--- src/rtl/rvv_pkg.sv ---
// Shared definitions for the vector register-group write-back path.
package rvv_pkg;

  localparam int VLEN   = 64;
  localparam int NREG   = 32;
  localparam int NBYTES = VLEN / 8;

  // vtype field positions
  localparam int VSEW_MSB  = 5;
  localparam int VSEW_LSB  = 3;
  localparam int VLMUL_MSB = 2;
  localparam int VLMUL_LSB = 0;

  // vsew encodings
  localparam logic [2:0] SEW8  = 3'd0;
  localparam logic [2:0] SEW16 = 3'd1;
  localparam logic [2:0] SEW32 = 3'd2;
  localparam logic [2:0] SEW64 = 3'd3;

  typedef enum logic {
    IDLE   = 1'b0,
    ACTIVE = 1'b1
  } wb_state_e;

  // Elements per group: (VLEN / SEW) * LMUL, at most 64 for VLEN=64.
  function automatic logic [7:0] vlmax_f(input logic [1:0] vsew, input logic [1:0] vlmul);
    logic [7:0] epr;
    epr = 8'(NBYTES) >> vsew;
    return epr << vlmul;
  endfunction

endpackage

--- src/rtl/vl_tail_mask_gen.sv ---
// Byte-enable mask for one register of a group: body bytes set, tail bytes clear.
module vl_tail_mask_gen
  import rvv_pkg::*;
(
  input  logic [7:0]        vl_eff,
  input  logic [2:0]        idx,
  input  logic [1:0]        vsew,
  output logic [NBYTES-1:0] byte_mask
);

  logic [8:0] epr;
  logic [8:0] base;
  logic [8:0] rem;
  logic [8:0] act;
  logic [8:0] nb;

  // Active elements in this register = clamp(vl_eff - idx*epr, 0, epr), then scaled to bytes.
  always_comb begin
    epr  = 9'(NBYTES) >> vsew;
    base = 9'(idx) * epr;
    rem  = ({1'b0, vl_eff} > base) ? ({1'b0, vl_eff} - base) : 9'd0;
    act  = (rem > epr) ? epr : rem;
    nb   = act << vsew;
    byte_mask = '0;
    for (int b = 0; b < NBYTES; b++) begin
      byte_mask[b] = (9'(b) < nb);
    end
  end

endmodule

--- src/rtl/vrf_group_writeback.sv ---
// Tail-undisturbed write-back of one LMUL register group into the VRF.
//
//  state  | meaning
//  IDLE   | waiting for start; rejects illegal configs, handles vl_eff==0 inline
//  ACTIVE | accepting one lane result per group register, writing merged data
module vrf_group_writeback
  import rvv_pkg::*;
(
  input  logic        clk,
  input  logic        rst_n,
  input  logic        start,
  input  logic [4:0]  vd_base,
  input  logic [7:0]  vl,
  input  logic [6:0]  vtype,
  output logic        busy,
  output logic        illegal,
  input  logic        res_valid,
  input  logic [63:0] res_data,
  output logic        res_ready,
  output logic [4:0]  vrf_rd_addr,
  input  logic [63:0] vrf_rd_data,
  output logic        vrf_we,
  output logic [4:0]  vrf_wa,
  output logic [63:0] vrf_wd,
  output logic        done
);

  wb_state_e   state_q, state_d;
  logic [4:0]  vd_base_q, vd_base_d;
  logic [1:0]  vsew_q, vsew_d;
  logic [1:0]  vlmul_q, vlmul_d;
  logic [7:0]  vl_eff_q, vl_eff_d;
  logic [2:0]  idx_q, idx_d;
  logic        illegal_q, illegal_d;
  logic        vrf_we_q, vrf_we_d;
  logic [4:0]  vrf_wa_q, vrf_wa_d;
  logic [63:0] vrf_wd_q, vrf_wd_d;
  logic        done_q, done_d;

  logic [2:0]        vsew_in;
  logic [2:0]        vlmul_in;
  logic [4:0]        align_mask;
  logic              start_legal;
  logic [7:0]        vlmax_in;
  logic [7:0]        vl_eff_in;
  logic [3:0]        nregs;
  logic              last_reg;
  logic              handshake;
  logic [4:0]        addr_cur;
  logic [NBYTES-1:0] byte_mask;
  logic [63:0]       merged;

  // vtype[6] is reserved and deliberately ignored.
  logic unused_vtype;
  assign unused_vtype = vtype[6];

  // Start decode: legality, alignment and clamped vector length.
  always_comb begin
    vsew_in     = vtype[VSEW_MSB:VSEW_LSB];
    vlmul_in    = vtype[VLMUL_MSB:VLMUL_LSB];
    align_mask  = (5'd1 << vlmul_in[1:0]) - 5'd1;
    start_legal = !vsew_in[2] && !vlmul_in[2] && ((vd_base & align_mask) == 5'd0);
    vlmax_in    = vlmax_f(vsew_in[1:0], vlmul_in[1:0]);
    vl_eff_in   = (vl < vlmax_in) ? vl : vlmax_in;
  end

  vl_tail_mask_gen u_mask (
    .vl_eff    (vl_eff_q),
    .idx       (idx_q),
    .vsew      (vsew_q),
    .byte_mask (byte_mask)
  );

  // Per-register address, handshake and byte merge against the old vd.
  always_comb begin
    nregs     = 4'd1 << vlmul_q;
    last_reg  = ({1'b0, idx_q} == (nregs - 4'd1));
    handshake = res_valid && (state_q == ACTIVE);
    addr_cur  = vd_base_q + 5'(idx_q);
    merged    = vrf_rd_data;
    for (int b = 0; b < NBYTES; b++) begin
      if (byte_mask[b]) merged[b*8 +: 8] = res_data[b*8 +: 8];
    end
  end

  // Next-state and registered-output logic.
  always_comb begin
    state_d   = state_q;
    vd_base_d = vd_base_q;
    vsew_d    = vsew_q;
    vlmul_d   = vlmul_q;
    vl_eff_d  = vl_eff_q;
    idx_d     = idx_q;
    illegal_d = 1'b0;
    vrf_we_d  = 1'b0;
    vrf_wa_d  = vrf_wa_q;
    vrf_wd_d  = vrf_wd_q;
    done_d    = 1'b0;
    case (state_q)
      IDLE: begin
        if (start) begin
          if (start_legal) begin
            vd_base_d = vd_base;
            vsew_d    = vsew_in[1:0];
            vlmul_d   = vlmul_in[1:0];
            vl_eff_d  = vl_eff_in;
            idx_d     = 3'd0;
            if (vl_eff_in == 8'd0) done_d = 1'b1;
            else                   state_d = ACTIVE;
          end else begin
            illegal_d = 1'b1;
          end
        end
      end
      ACTIVE: begin
        if (handshake) begin
          vrf_we_d = 1'b1;
          vrf_wa_d = addr_cur;
          vrf_wd_d = merged;
          if (last_reg) begin
            done_d  = 1'b1;
            idx_d   = 3'd0;
            state_d = IDLE;
          end else begin
            idx_d = idx_q + 3'd1;
          end
        end
      end
      default: state_d = IDLE;
    endcase
  end

  // State and output registers; reset drops any in-flight group and pending write.
  always_ff @(posedge clk or negedge rst_n) begin
    if (!rst_n) begin
      state_q   <= IDLE;
      vd_base_q <= '0;
      vsew_q    <= '0;
      vlmul_q   <= '0;
      vl_eff_q  <= '0;
      idx_q     <= '0;
      illegal_q <= 1'b0;
      vrf_we_q  <= 1'b0;
      vrf_wa_q  <= '0;
      vrf_wd_q  <= '0;
      done_q    <= 1'b0;
    end else begin
      state_q   <= state_d;
      vd_base_q <= vd_base_d;
      vsew_q    <= vsew_d;
      vlmul_q   <= vlmul_d;
      vl_eff_q  <= vl_eff_d;
      idx_q     <= idx_d;
      illegal_q <= illegal_d;
      vrf_we_q  <= vrf_we_d;
      vrf_wa_q  <= vrf_wa_d;
      vrf_wd_q  <= vrf_wd_d;
      done_q    <= done_d;
    end
  end

  assign busy        = (state_q == ACTIVE);
  assign res_ready   = (state_q == ACTIVE);
  assign vrf_rd_addr = (state_q == ACTIVE) ? addr_cur : 5'd0;
  assign illegal     = illegal_q;
  assign vrf_we      = vrf_we_q;
  assign vrf_wa      = vrf_wa_q;
  assign vrf_wd      = vrf_wd_q;
  assign done        = done_q;

endmodule
--- config.mk ---
export PLATFORM = sky130hd
export DESIGN_NAME = vrf_group_writeback
export DESIGN_NICKNAME = d
export VERILOG_FILES = /design/src/rtl/rvv_pkg.sv /design/src/rtl/vl_tail_mask_gen.sv /design/src/rtl/vrf_group_writeback.sv
export SDC_FILE = /design/constraint.sdc
export NUM_CORES = 1
export LEC_CHECK = 0
export ABC_AREA = 0
export BUFFER_PORTS_ARGS = -buffer_cell sky130_fd_sc_hd__buf_4
export CORE_ASPECT_RATIO = 1.75
export CORE_UTILIZATION = 39
export CTS_CLUSTER_SIZE = 40
export DETAILED_ROUTE_END_ITERATION = 8
export HOLD_SLACK_MARGIN = 0.1
export PLACE_DENSITY = 0.67
export SLEW_MARGIN = 20
export SYNTH_ARGS = -nofsm -noshare
export SYNTH_HDL_FRONTEND = slang
export SYNTH_HIERARCHICAL = 1
export SYNTH_SLANG_ARGS = --single-unit
--- constraint.sdc ---
create_clock -name clk -period 6.5 [get_ports clk]
set_input_delay 0.975 -clock clk [delete_from_list [all_inputs] [get_ports clk]]
set_output_delay 0.975 -clock clk [all_outputs]
set_load 0.01 [all_outputs]
==> results of run 1 <==
## tightest hold or removal path, cell delays in order, from the launching register on
cell	delay, ns
dfrtp_1	0.34
nand2_1	0.05
o21ai_0	0.06
## per-layer routing
| layer | vias to the layer above | track usage |
|---|---|---|
| li1 | 2442 | - |
| met1 | 2395 | 0.232 |
| met2 | 154 | 0.435 |
| met3 | 40 | 0.0452 |
| met4 | 0 | 0.109 |
| met5 | - | 0 |
## state kept, by name (all words and copies together), names as in the netlist
register,cells
vd_base_q,5
vl_eff_q,8
vsew_q,2
idx_q,3
vlmul_q,2
vrf_we,1
illegal,1
done,1
busy,1
vrf_wd,64
vrf_wa,5
## metrics by stage
stage               std cells  power (mW)
floorplan                 579        2.63
global placement          957        3.37
detailed placement        957        3.44
CTS                       973        4.04
global route              973        4.30
finish                    973        4.01
## cell type report
| class | count | area (µm²) | area share |
|---|---|---|---|
| clock inverters | 6 | 93.8 | 0.0122 |
| clock buffers | 10 | 239 | 0.0310 |
| well taps | 177 | 221 | 0.0287 |
| repair buffers | 231 | 1730 | 0.225 |
| multi-input cells | 439 | 3040 | 0.394 |
| inverters | 17 | 63.8 | 0.00827 |
| flip-flops and latches | 93 | 2330 | 0.302 |
## logic make-up after synthesis
| logic type | after synthesis |
|---|---|
| AOI/OAI and AO/OA | 127 |
| xor gates and xnor gates | 10 |
| adders and majority gates | 34 |
| buffers and inverters | 47 |
| DFF | 93 |
| muxes | 82 |
| and+or+nand+nor | 186 |
## power breakdown
group	leakage, nW	total, mW	switching (mW)	internal (mW)
logic	2.86	2.40	1.28	1.11
registers	1.17	1.02	0.199	0.826
clock network	0.165	0.588	0.236	0.352
## how the worst max path moves through the flow
stage                             end  slack [ns]  depth (start not counted)
3_5_place_dp    vrf_wd[6]$_DFFE_PN0P_        0.60                         22
4_1_cts         vrf_wd[6]$_DFFE_PN0P_        0.59                         22
2_1_floorplan  vrf_wd[24]$_DFFE_PN0P_        1.44                         23
6_report        vrf_wd[6]$_DFFE_PN0P_        0.59                         22
3_3_place_gp    vrf_wd[0]$_DFFE_PN0P_        0.76                         22
5_1_grt         vrf_wd[6]$_DFFE_PN0P_        0.22                         22
## placed cells by master, fill, tap and decap left out, types with 13 or more instances in the layout
cell and instances:
a21oi_1 21, and2_1 13, buf_4 231, dfrtp_1 93, ha_1 29, inv_1 17, mux2_2 14, mux2i_1 68
nand2_1 98, nand3_1 16, nor2_1 17, o21ai_0 73
==> impl_metrics.py, run 1 <==
metrics = {
    "drt": {
        "post-route-drc-count": 0,
        "drt_iter0_drc": 253,
        "wl_met3_um": 702,
        "drt-total-wl_um": 16400,
        "vias_per_cell": 5.17,
        "wl_met2_um": 9170,
        "top_layer_used": "met4",
        "wl_per_cell_um": 16.8,
        "met1_length_um": 5840,
        "first_pass_iters": 4,
        "vias": 5031,
        "antenna_left": 0,
    },
    "yosys": {
        "synth_cell_type_count": 54,
        "syn_area_mm2": 0.00556,
        "synth_edf_count": 0,
        "synth_top_area_cell": "dfrtp_1",
        "synthCells": 579,
        "synth-async-reset-ratio": 1.00,
        "synth.avg_cell_area_um2": 9.59,
        "yosysSeqAreaShare": 0.419,
        "synth.area.top_cells": "dfrtp_1 (42%), mux2i_1 (12%), nand2_1 (6.7%)",
        "ys_ff_latch": 93,
        "synth-simple-area-share": 0.159,
        "synth_top_family_by_area": "simple AND/OR/NAND/NOR gates",
        "yosysWarnings": 6,
        "synth_xor_area_frac": 0.0158,
        "synth_top_cell_area_share": 0.419,
        "ys.flop_type": "dfrtp_1",
        "synthAdderAreaFrac": 0.0833,
        "syn_nets": 765,
        "synthMuxAreaShare": 0.151,
        "ys_top_cells_by_count": "nand2_1 (99), dfrtp_1 (93), o21ai_0 (73)",
        "synth.most_common_cell": "nand2_1",
        "synth_compound_area_frac": 0.137,
    },
    "placement": {
        "dp_slack_ns": 0.599,
        "placed_area_mm2": 0.00738,
        "gp_congestion": 0.864,
        "hpwl_um": 13100,
        "port_buffers": 229,
    },
    "layout": {
        "antenna_cells": 0,
        "nets": 977,
        "fillers": 1279,
        "fin_util": 0.555,
        "drive_above_1_share": 0.344,
        "syn2layout_area_growth_pct": 38.9,
        "final_area_mm2": 0.00772,
    },
    "critical_path": {
        "r2r_end": "vrf_wd[6]$_DFFE_PN0P_",
        "end_kind": "register",
        "required_ns": 6.70,
        "start_kind": "register",
        "worst_path_largest_cell_delay_ns": 0.56,
        "r2r_slack_ns": 0.59,
        "r2r-start": "vsew_q[1]$_DFFE_PN0P_",
        "worstPathArrival_ns": 6.11,
        "crit_family": "compound AO/OA/AOI/OAI gates",
        "critPathSlowestCell": "dfrtp_1",
        "reg2reg_depth": 22,
        "crit_chain": "inv_1 > nor2_1 > and2_1 > fa_1 > ha_1 > fa_1 > a21o_1 > a21oi_1 > ha_1 > a211oi_1 > o21ai_0 > o21bai_1 > nor2_1 > ha_1 > nor2b_1 > o21ai_0 > nand2b_1 > a21oi_1 > o32a_2 > nand3_1 > mux2i_1 > o21ai_0",
        "path_class": "register to register",
        "crit_buf_inv": 1,
        "path_max_fanout": 10,
        "crit_path_start": "vsew_q[1]$_DFFE_PN0P_",
    },
    "run": {
        "drv_cap": 0,
    },
    "sta": {
        "period_share": 0.909,
        "worst-slew-pin-transition_ns": 0.819,
        "period_needed_ns": 5.91,
        "worst_slack_ns": 0.590,
        "rsz0062_at_grt": "false",
        "clock-skew-final_ns": 0.00815,
        "slew_headroom": 0.454,
        "fin_tns_setup_ns": 0,
        "final-hold-violation-count": 0,
        "drv_slew": 0,
        "timing.hold.ws_ns": 0.480,
        "setup_viol_count_final": 0,
        "max_freq_mhz": 169,
    },
    "clock_tree": {
        "cts.sink_count": 93,
        "clk_pin_slew_ns": 0.07,
        "cts_buffer_depth": 2,
        "cts_tree": "done",
        "htree_levels": 3,
        "cts_hold_buf": 0,
        "cts_root_buffer": "clkbuf_16",
        "post_cts_buffers": 0,
        "cts_resized": 0,
        "cts_buffers": 9,
        "clk_latency_ns": 0.34,
    },
    "pwr": {
        "ir_worst_vdd_mv": 0.341,
        "p_leak_nw": 4.20,
        "powerDensity_mw_per_mm2": 519,
    },
    "floorplanning": {
        "coreArea_mm2": 0.0139,
        "dieWidth_um": 92.2,
        "dieArea_mm2": 0.0147,
        "rows": 57,
        "die_y_um": 160,
        "io_pins": 231,
        "start_util": 0.399,
    },
    "min_path": {
        "hold_path_depth": 2,
        "worstHoldEndpoint": "vrf_wd[38]$_DFFE_PN0P_",
        "min_from": "vrf_wd[38]$_DFFE_PN0P_",
        "hold_path_class": "register to register",
    },
    "outcome": {
        "status": "complete, no violations",
    },
    "global_routing": {
        "grt_usage": 0.228,
        "grt_max_degree": 99,
        "grt_pass1_vias": 5404,
        "antenna_found_initial": 0,
        "grt_pass1_wl_um": 26200,
        "overflow": 0,
    },
}
Power figures use the tool's default switching activity.
==> inputs of run 2 (changes only) <==
--- a/config.mk
+++ b/config.mk
@@ -13,6 +13,7 @@
 export DETAILED_ROUTE_END_ITERATION = 8
 export HOLD_SLACK_MARGIN = 0.1
 export PLACE_DENSITY = 0.67
+export REMOVE_ABC_BUFFERS = 1
 export SLEW_MARGIN = 20
 export SYNTH_ARGS = -nofsm -noshare
 export SYNTH_HDL_FRONTEND = slang
==> run 2 against run 1 <==
Clock power shrank 16%. Clock skew grew 0.0045 ns. First-iteration DRC count shrank 21%. Sequential share of layout area increased by 0.19 points. Via count is 1.6% lower. Critical path depth decreased by 1. Power down 3.2%. Die area did not move.
==> impl_metrics.py, run 2 (synthesis results as in run 1) <==
metrics = {
    "outcome": {
        "status": "complete, no violations",
    },
    "min_path": {
        "worstHoldEndpoint": "vrf_wd[31]$_DFFE_PN0P_",
        "hold_path_class": "register to register",
        "min_from": "vrf_wd[31]$_DFFE_PN0P_",
        "hold_path_depth": 2,
    },
    "layout": {
        "seq_area_mm2": 0.00233,
        "syn2layout_area_growth_pct": 38.1,
        "fillers": 1294,
        "final_common_cell": "buf_4",
        "nets": 977,
        "multiInputGateArea_mm2": 0.00304,
        "antenna_cells": 0,
        "drive_above_1_share": 0.343,
        "largest_reg_flops": 64,
        "mostFrequentLayoutCells": "buf_4 (231), nand2_1 (98), dfrtp_1 (93)",
    },
    "global_routing": {
        "grt_usage": 0.206,
        "grt_max_degree": 109,
        "antenna_found_initial": 0,
        "overflow": 0,
        "grt_pass1_vias": 4975,
        "grt_pass1_wl_um": 23900,
    },
    "clock_tree": {
        "cts_tree": "done",
        "cts.sink_count": 93,
        "clk_pin_slew_ns": 0.07,
        "clk_latency_ns": 0.34,
        "cts_buffer_depth": 2,
        "cts_root_buffer": "clkbuf_16",
        "cts_buffers": 9,
        "cts_resized": 0,
        "cts_hold_buf": 0,
        "htree_levels": 3,
        "post_cts_buffers": 0,
    },
    "floorplanning": {
        "dieWidth_um": 92.2,
        "start_util": 0.399,
        "io_pins": 231,
        "coreArea_mm2": 0.0139,
        "dieArea_mm2": 0.0147,
        "rows": 57,
        "die_y_um": 160,
    },
    "sta": {
        "drv_slew": 0,
        "worst-slew-pin-transition_ns": 0.878,
        "worst_slack_ns": 0.549,
        "period_share": 0.916,
        "slew_headroom": 0.415,
        "rsz0062_at_grt": "false",
        "setup_viol_count_final": 0,
        "final-hold-violation-count": 0,
        "fin_tns_setup_ns": 0,
        "period_needed_ns": 5.95,
        "clock-skew-final_ns": 0.0127,
        "max_freq_mhz": 168,
    },
    "critical_path": {
        "r2r_end": "vrf_wd[17]$_DFFE_PN0P_",
        "path_max_fanout": 13,
        "reg2reg_depth": 21,
        "r2r_slack_ns": 0.55,
        "required_ns": 6.68,
        "path_class": "register to register",
        "end_kind": "register",
        "r2r-start": "vsew_q[0]$_DFFE_PN0P_",
        "start_kind": "register",
        "worstPathArrival_ns": 6.13,
    },
    "pwr": {
        "ir_worst_vdd_mv": 0.375,
        "p_leak_nw": 4.17,
        "powerDensity_mw_per_mm2": 506,
    },
    "drt": {
        "vias": 4952,
        "antenna_left": 0,
        "drt-total-wl_um": 15000,
        "vias_per_cell": 5.09,
        "drt_iter0_drc": 200,
        "wl_per_cell_um": 15.4,
        "first_pass_iters": 4,
        "post-route-drc-count": 0,
    },
    "run": {
        "drv_cap": 0,
    },
    "placement": {
        "port_buffers": 229,
        "gp_congestion": 0.863,
        "hpwl_um": 12000,
        "dp_slack_ns": 0.594,
    },
}
run 2: changes by cell type in the layout (fill, tap and decap cells not counted), sizes merged:
| cell | previous run | this run |
|---|---|---|
| clkbuf | 10 | 11 |
| clkinvlp | 0 | 1 |
| bufinv | 2 | 0 |
run 2: final cells by class:
| cell class | count | share of cell area |
|---|---|---|
| repair buffers | 231 | 0.226 |
| inverters | 17 | 0.00832 |
| well taps | 177 | 0.0289 |
| flip-flops and latches | 93 | 0.303 |
| clock buffers | 11 | 0.0316 |
| clock inverters | 5 | 0.00555 |
| multi-input cells | 439 | 0.396 |
run 2: how the worst max path moves through the flow:
stage,startpoint,endpoint,cells after the start,slack (ns)
4_1_cts,vsew_q[0]$_DFFE_PN0P_,vrf_wd[17]$_DFFE_PN0P_,21,0.55
6_report,vsew_q[0]$_DFFE_PN0P_,vrf_wd[17]$_DFFE_PN0P_,21,0.55
2_1_floorplan,vsew_q[0]$_DFFE_PN0P_,vrf_wd[0]$_DFFE_PN0P_,21,1.48
3_5_place_dp,vsew_q[0]$_DFFE_PN0P_,vrf_wd[17]$_DFFE_PN0P_,21,0.59
5_1_grt,vsew_q[0]$_DFFE_PN0P_,vrf_wd[45]$_DFFE_PN0P_,21,0.08
3_3_place_gp,vsew_q[1]$_DFFE_PN0P_,vrf_wd[17]$_DFFE_PN0P_,22,0.68
run 2: where the power goes:
group          total (mW)  internal [mW]  switching, mW  leakage, nW
clock               0.494          0.274          0.220        0.137
sequential           1.01          0.826          0.182         1.17
combinational        2.38           1.11           1.27         2.86
run 2: worst max-delay path, stage by stage (launching register included):
cell      delay (ns)
dfrtp_1         0.61
nor2b_1         0.31
and2_1          0.18
fa_1            0.42
ha_1            0.24
fa_1            0.41
a21o_1          0.19
a21oi_1         0.28
ha_1            0.33
a211oi_1        0.23
o21ai_0         0.15
o21bai_1        0.33
nor2_1          0.08
ha_1            0.28
nor2b_1         0.12
o21ai_0         0.15
nand2b_1        0.07
a21oi_1         0.20
o32a_2          0.27
nand3_1         0.47
mux2i_1         0.36
o21ai_0         0.11
run 2: metrics by stage:
stage | cells | utilization | instance area [µm²] | hold slack, ns | total power [mW]
2_1_floorplan | 549 | - | 5420 | 0.462 | 2.58
3_3_place_gp | 957 | 0.531 | 7380 | 0.463 | 3.35
3_5_place_dp | 957 | 0.531 | 7380 | 0.472 | 3.42
4_1_cts | 973 | 0.552 | 7670 | 0.487 | 3.93
5_1_grt | 973 | 0.552 | 7670 | 0.503 | 4.19
6_report | 973 | 0.552 | 7670 | 0.481 | 3.88
run 2: routing by layer:
metal | track usage | wire length (µm) | part of all wire
met5 | 0 | 0 | 0
met4 | 0.0881 | 475 | 0.032
met3 | 0.0310 | 356 | 0.024
met2 | 0.398 | 8650 | 0.58
met1 | 0.215 | 5470 | 0.37
==> inputs of run 3 (changes only) <==
--- a/config.mk
+++ b/config.mk
@@ -6,7 +6,7 @@
 export NUM_CORES = 1
 export LEC_CHECK = 0
 export ABC_AREA = 0
-export BUFFER_PORTS_ARGS = -buffer_cell sky130_fd_sc_hd__buf_4
+export BUFFER_PORTS_ARGS = -buffer_cell sky130_fd_sc_hd__buf_2
 export CORE_ASPECT_RATIO = 1.75
 export CORE_UTILIZATION = 39
 export CTS_CLUSTER_SIZE = 40
@@ -14,6 +14,7 @@
 export HOLD_SLACK_MARGIN = 0.1
 export PLACE_DENSITY = 0.67
 export REMOVE_ABC_BUFFERS = 1
+export SKIP_CTS_REPAIR_TIMING = 1
 export SLEW_MARGIN = 20
 export SYNTH_ARGS = -nofsm -noshare
 export SYNTH_HDL_FRONTEND = slang
==> run 3 against run 2 <==
Core utilization is 3.8 points lower. Maximum frequency up 3.2%. Clock-buffer cell count shrank 1. Largest power group unchanged. Via count fell by 1.8%. First-iteration DRC count increased by 4.0%. Global-route usage shrank 0.81 points. Clock skew barely moved. Highest routed layer unchanged. Clock power up 13%.
==> impl_metrics.py, run 3 (synthesis results as in run 1) <==
metrics = {
    "outcome": {
        "status": "complete, no violations",
    },
    "sta": {
        "final-hold-violation-count": 0,
        "timing.hold.ws_ns": 0.470,
        "fin_tns_setup_ns": 0,
        "worst_slack_ns": 0.735,
        "period_needed_ns": 5.77,
        "period_share": 0.887,
        "setup_viol_count_final": 0,
        "rsz0062_at_grt": "false",
        "max_freq_mhz": 173,
        "slew_headroom": 0.463,
        "worst-slew-pin-transition_ns": 0.805,
        "drv_slew": 0,
        "clock-skew-final_ns": 0.0123,
    },
    "placement": {
        "place_inst": 958,
        "dp_slack_ns": 0.656,
        "gp_congestion": 0.805,
        "hpwl_um": 11300,
        "placed_area_mm2": 0.00682,
        "port_buffers": 229,
    },
    "clock_tree": {
        "clk_latency_ns": 0.34,
        "cts.sink_count": 93,
        "cts_buffers": 9,
        "cts_tree": "done",
        "cts_buffer_depth": 2,
        "htree_levels": 3,
        "cts_root_buffer": "clkbuf_16",
        "clk_pin_slew_ns": 0.07,
    },
    "drt": {
        "wl_met3_um": 388,
        "drt_iter0_drc": 208,
        "post-route-drc-count": 0,
        "drt-total-wl_um": 14200,
        "vias": 4862,
        "vias_per_cell": 4.99,
        "wl_per_cell_um": 14.5,
        "top_layer_used": "met4",
        "first_pass_iters": 4,
        "wl_met2_um": 8150,
        "antenna_left": 0,
        "met1_length_um": 5320,
    },
    "global_routing": {
        "grt_pass1_vias": 4769,
        "overflow": 0,
        "grt_max_degree": 102,
        "grt_pass1_wl_um": 22900,
        "grt_usage": 0.198,
        "antenna_found_initial": 1,
    },
    "critical_path": {
        "worstPathArrival_ns": 5.95,
        "worst_path_largest_cell_delay_ns": 0.53,
        "required_ns": 6.69,
        "path_class": "register to register",
        "crit_chain": "inv_1 > nor2_1 > and2_1 > fa_1 > ha_1 > fa_1 > a21o_1 > a21oi_1 > ha_1 > a211oi_1 > o21ai_0 > o21bai_1 > buf_4 > nor2_1 > ha_1 > nor2b_1 > o21ai_0 > nand2b_1 > a21oi_1 > o32a_2 > nand3_1 > mux2i_1 > o21ai_0",
        "path_max_fanout": 10,
        "crit_buf_inv": 2,
        "r2r_slack_ns": 0.73,
        "r2r-start": "vsew_q[1]$_DFFE_PN0P_",
        "end_kind": "register",
        "critPathSlowestCell": "dfrtp_1",
        "r2r_end": "vrf_wd[17]$_DFFE_PN0P_",
        "start_kind": "register",
        "reg2reg_depth": 23,
        "crit_family": "adder cells",
    },
    "min_path": {
        "min_from": "vrf_wd[16]$_DFFE_PN0P_",
        "hold_path_class": "register to register",
        "worstHoldEndpoint": "vrf_wd[16]$_DFFE_PN0P_",
        "hold_path_depth": 2,
    },
    "floorplanning": {
        "dieArea_mm2": 0.0147,
        "dieWidth_um": 92.2,
        "io_pins": 231,
        "die_y_um": 160,
        "rows": 57,
        "start_util": 0.399,
        "coreArea_mm2": 0.0139,
    },
    "pwr": {
        "total_power_mw": 3.79,
        "p_clk_frac": 0.147,
        "ir_worst_vdd_mv": 0.372,
        "p_int_mw": 2.15,
        "powerDensity_mw_per_mm2": 531,
        "p_seq_frac": 0.262,
        "p_leak_nw": 4.02,
        "swShare": 0.434,
        "pwr-share-comb": 0.591,
        "p_sw_mw": 1.65,
    },
    "layout": {
        "final_area_mm2": 0.00714,
        "instances_no_fill": 974,
        "drive_above_1_share": 0.343,
        "syn2layout_area_growth_pct": 28.5,
        "final_common_cell": "buf_2",
        "largest_reg_flops": 64,
        "nets": 978,
        "mostFrequentLayoutCells": "buf_2 (228), nand2_1 (98), dfrtp_1 (93)",
        "fin_util": 0.513,
    },
    "run": {
        "drv_cap": 0,
    },
}
run 3: worst max-delay path by stage:
stage / startpoint / endpoint / slack, ns / depth (start not counted)
after floorplan: vsew_q[0]$_DFFE_PN0P_ / vrf_wd[0]$_DFFE_PN0P_ / 1.48 / 21
after CTS: vsew_q[1]$_DFFE_PN0P_ / vrf_wd[17]$_DFFE_PN0P_ / 0.65 / 23
after global placement: vsew_q[1]$_DFFE_PN0P_ / vrf_wd[18]$_DFFE_PN0P_ / 0.73 / 23
after detailed placement: vsew_q[0]$_DFFE_PN0P_ / vrf_wd[17]$_DFFE_PN0P_ / 0.66 / 22
after global routing: vsew_q[1]$_DFFE_PN0P_ / vrf_wd[18]$_DFFE_PN0P_ / 0.21 / 23
final: vsew_q[1]$_DFFE_PN0P_ / vrf_wd[17]$_DFFE_PN0P_ / 0.73 / 23
run 3: layer usage:
metal / vias to the layer above / track usage
met2: 119 / 0.384
met1: 2279 / 0.207
li1: 2444 / -
met3: 20 / 0.0310
met5: - / 0
met4: 0 / 0.0760
run 3: cell type report:
| cell class | count | area (µm²) |
|---|---|---|
| tap | 177 | 221 |
| multi-input combinational | 439 | 3040 |
| inverter | 17 | 63.8 |
| clock buffer | 10 | 229 |
| fill | 1376 | 6770 |
| sequential | 93 | 2330 |
| clock inverter | 5 | 85.1 |
| antenna | 1 | 2.50 |
| timing repair buffer | 232 | 1170 |
run 3: power groups by stage:
| stage | Clock [mW] | Sequential (mW) | Combinational, mW |
|---|---|---|---|
| after floorplan | 0 | 1.08 | 1.50 |
| after global placement | 0 | 0.994 | 2.25 |
| after detailed placement | 0 | 1.00 | 2.28 |
| after CTS | 0.573 | 0.998 | 2.28 |
| after global routing | 0.597 | 1.03 | 2.48 |
| final | 0.557 | 0.993 | 2.24 |
run 3: worst reg2reg max path: stages (launching register included):
cell and delay (ns):
dfrtp_1 0.53, inv_1 0.12, nor2_1 0.26, and2_1 0.19
fa_1 0.43, ha_1 0.24, fa_1 0.40, a21o_1 0.19
a21oi_1 0.27, ha_1 0.32, a211oi_1 0.23, o21ai_0 0.15
o21bai_1 0.14, buf_4 0.15, nor2_1 0.05, ha_1 0.28
nor2b_1 0.12, o21ai_0 0.13, nand2b_1 0.07, a21oi_1 0.17
o32a_2 0.26, nand3_1 0.49, mux2i_1 0.33, o21ai_0 0.10
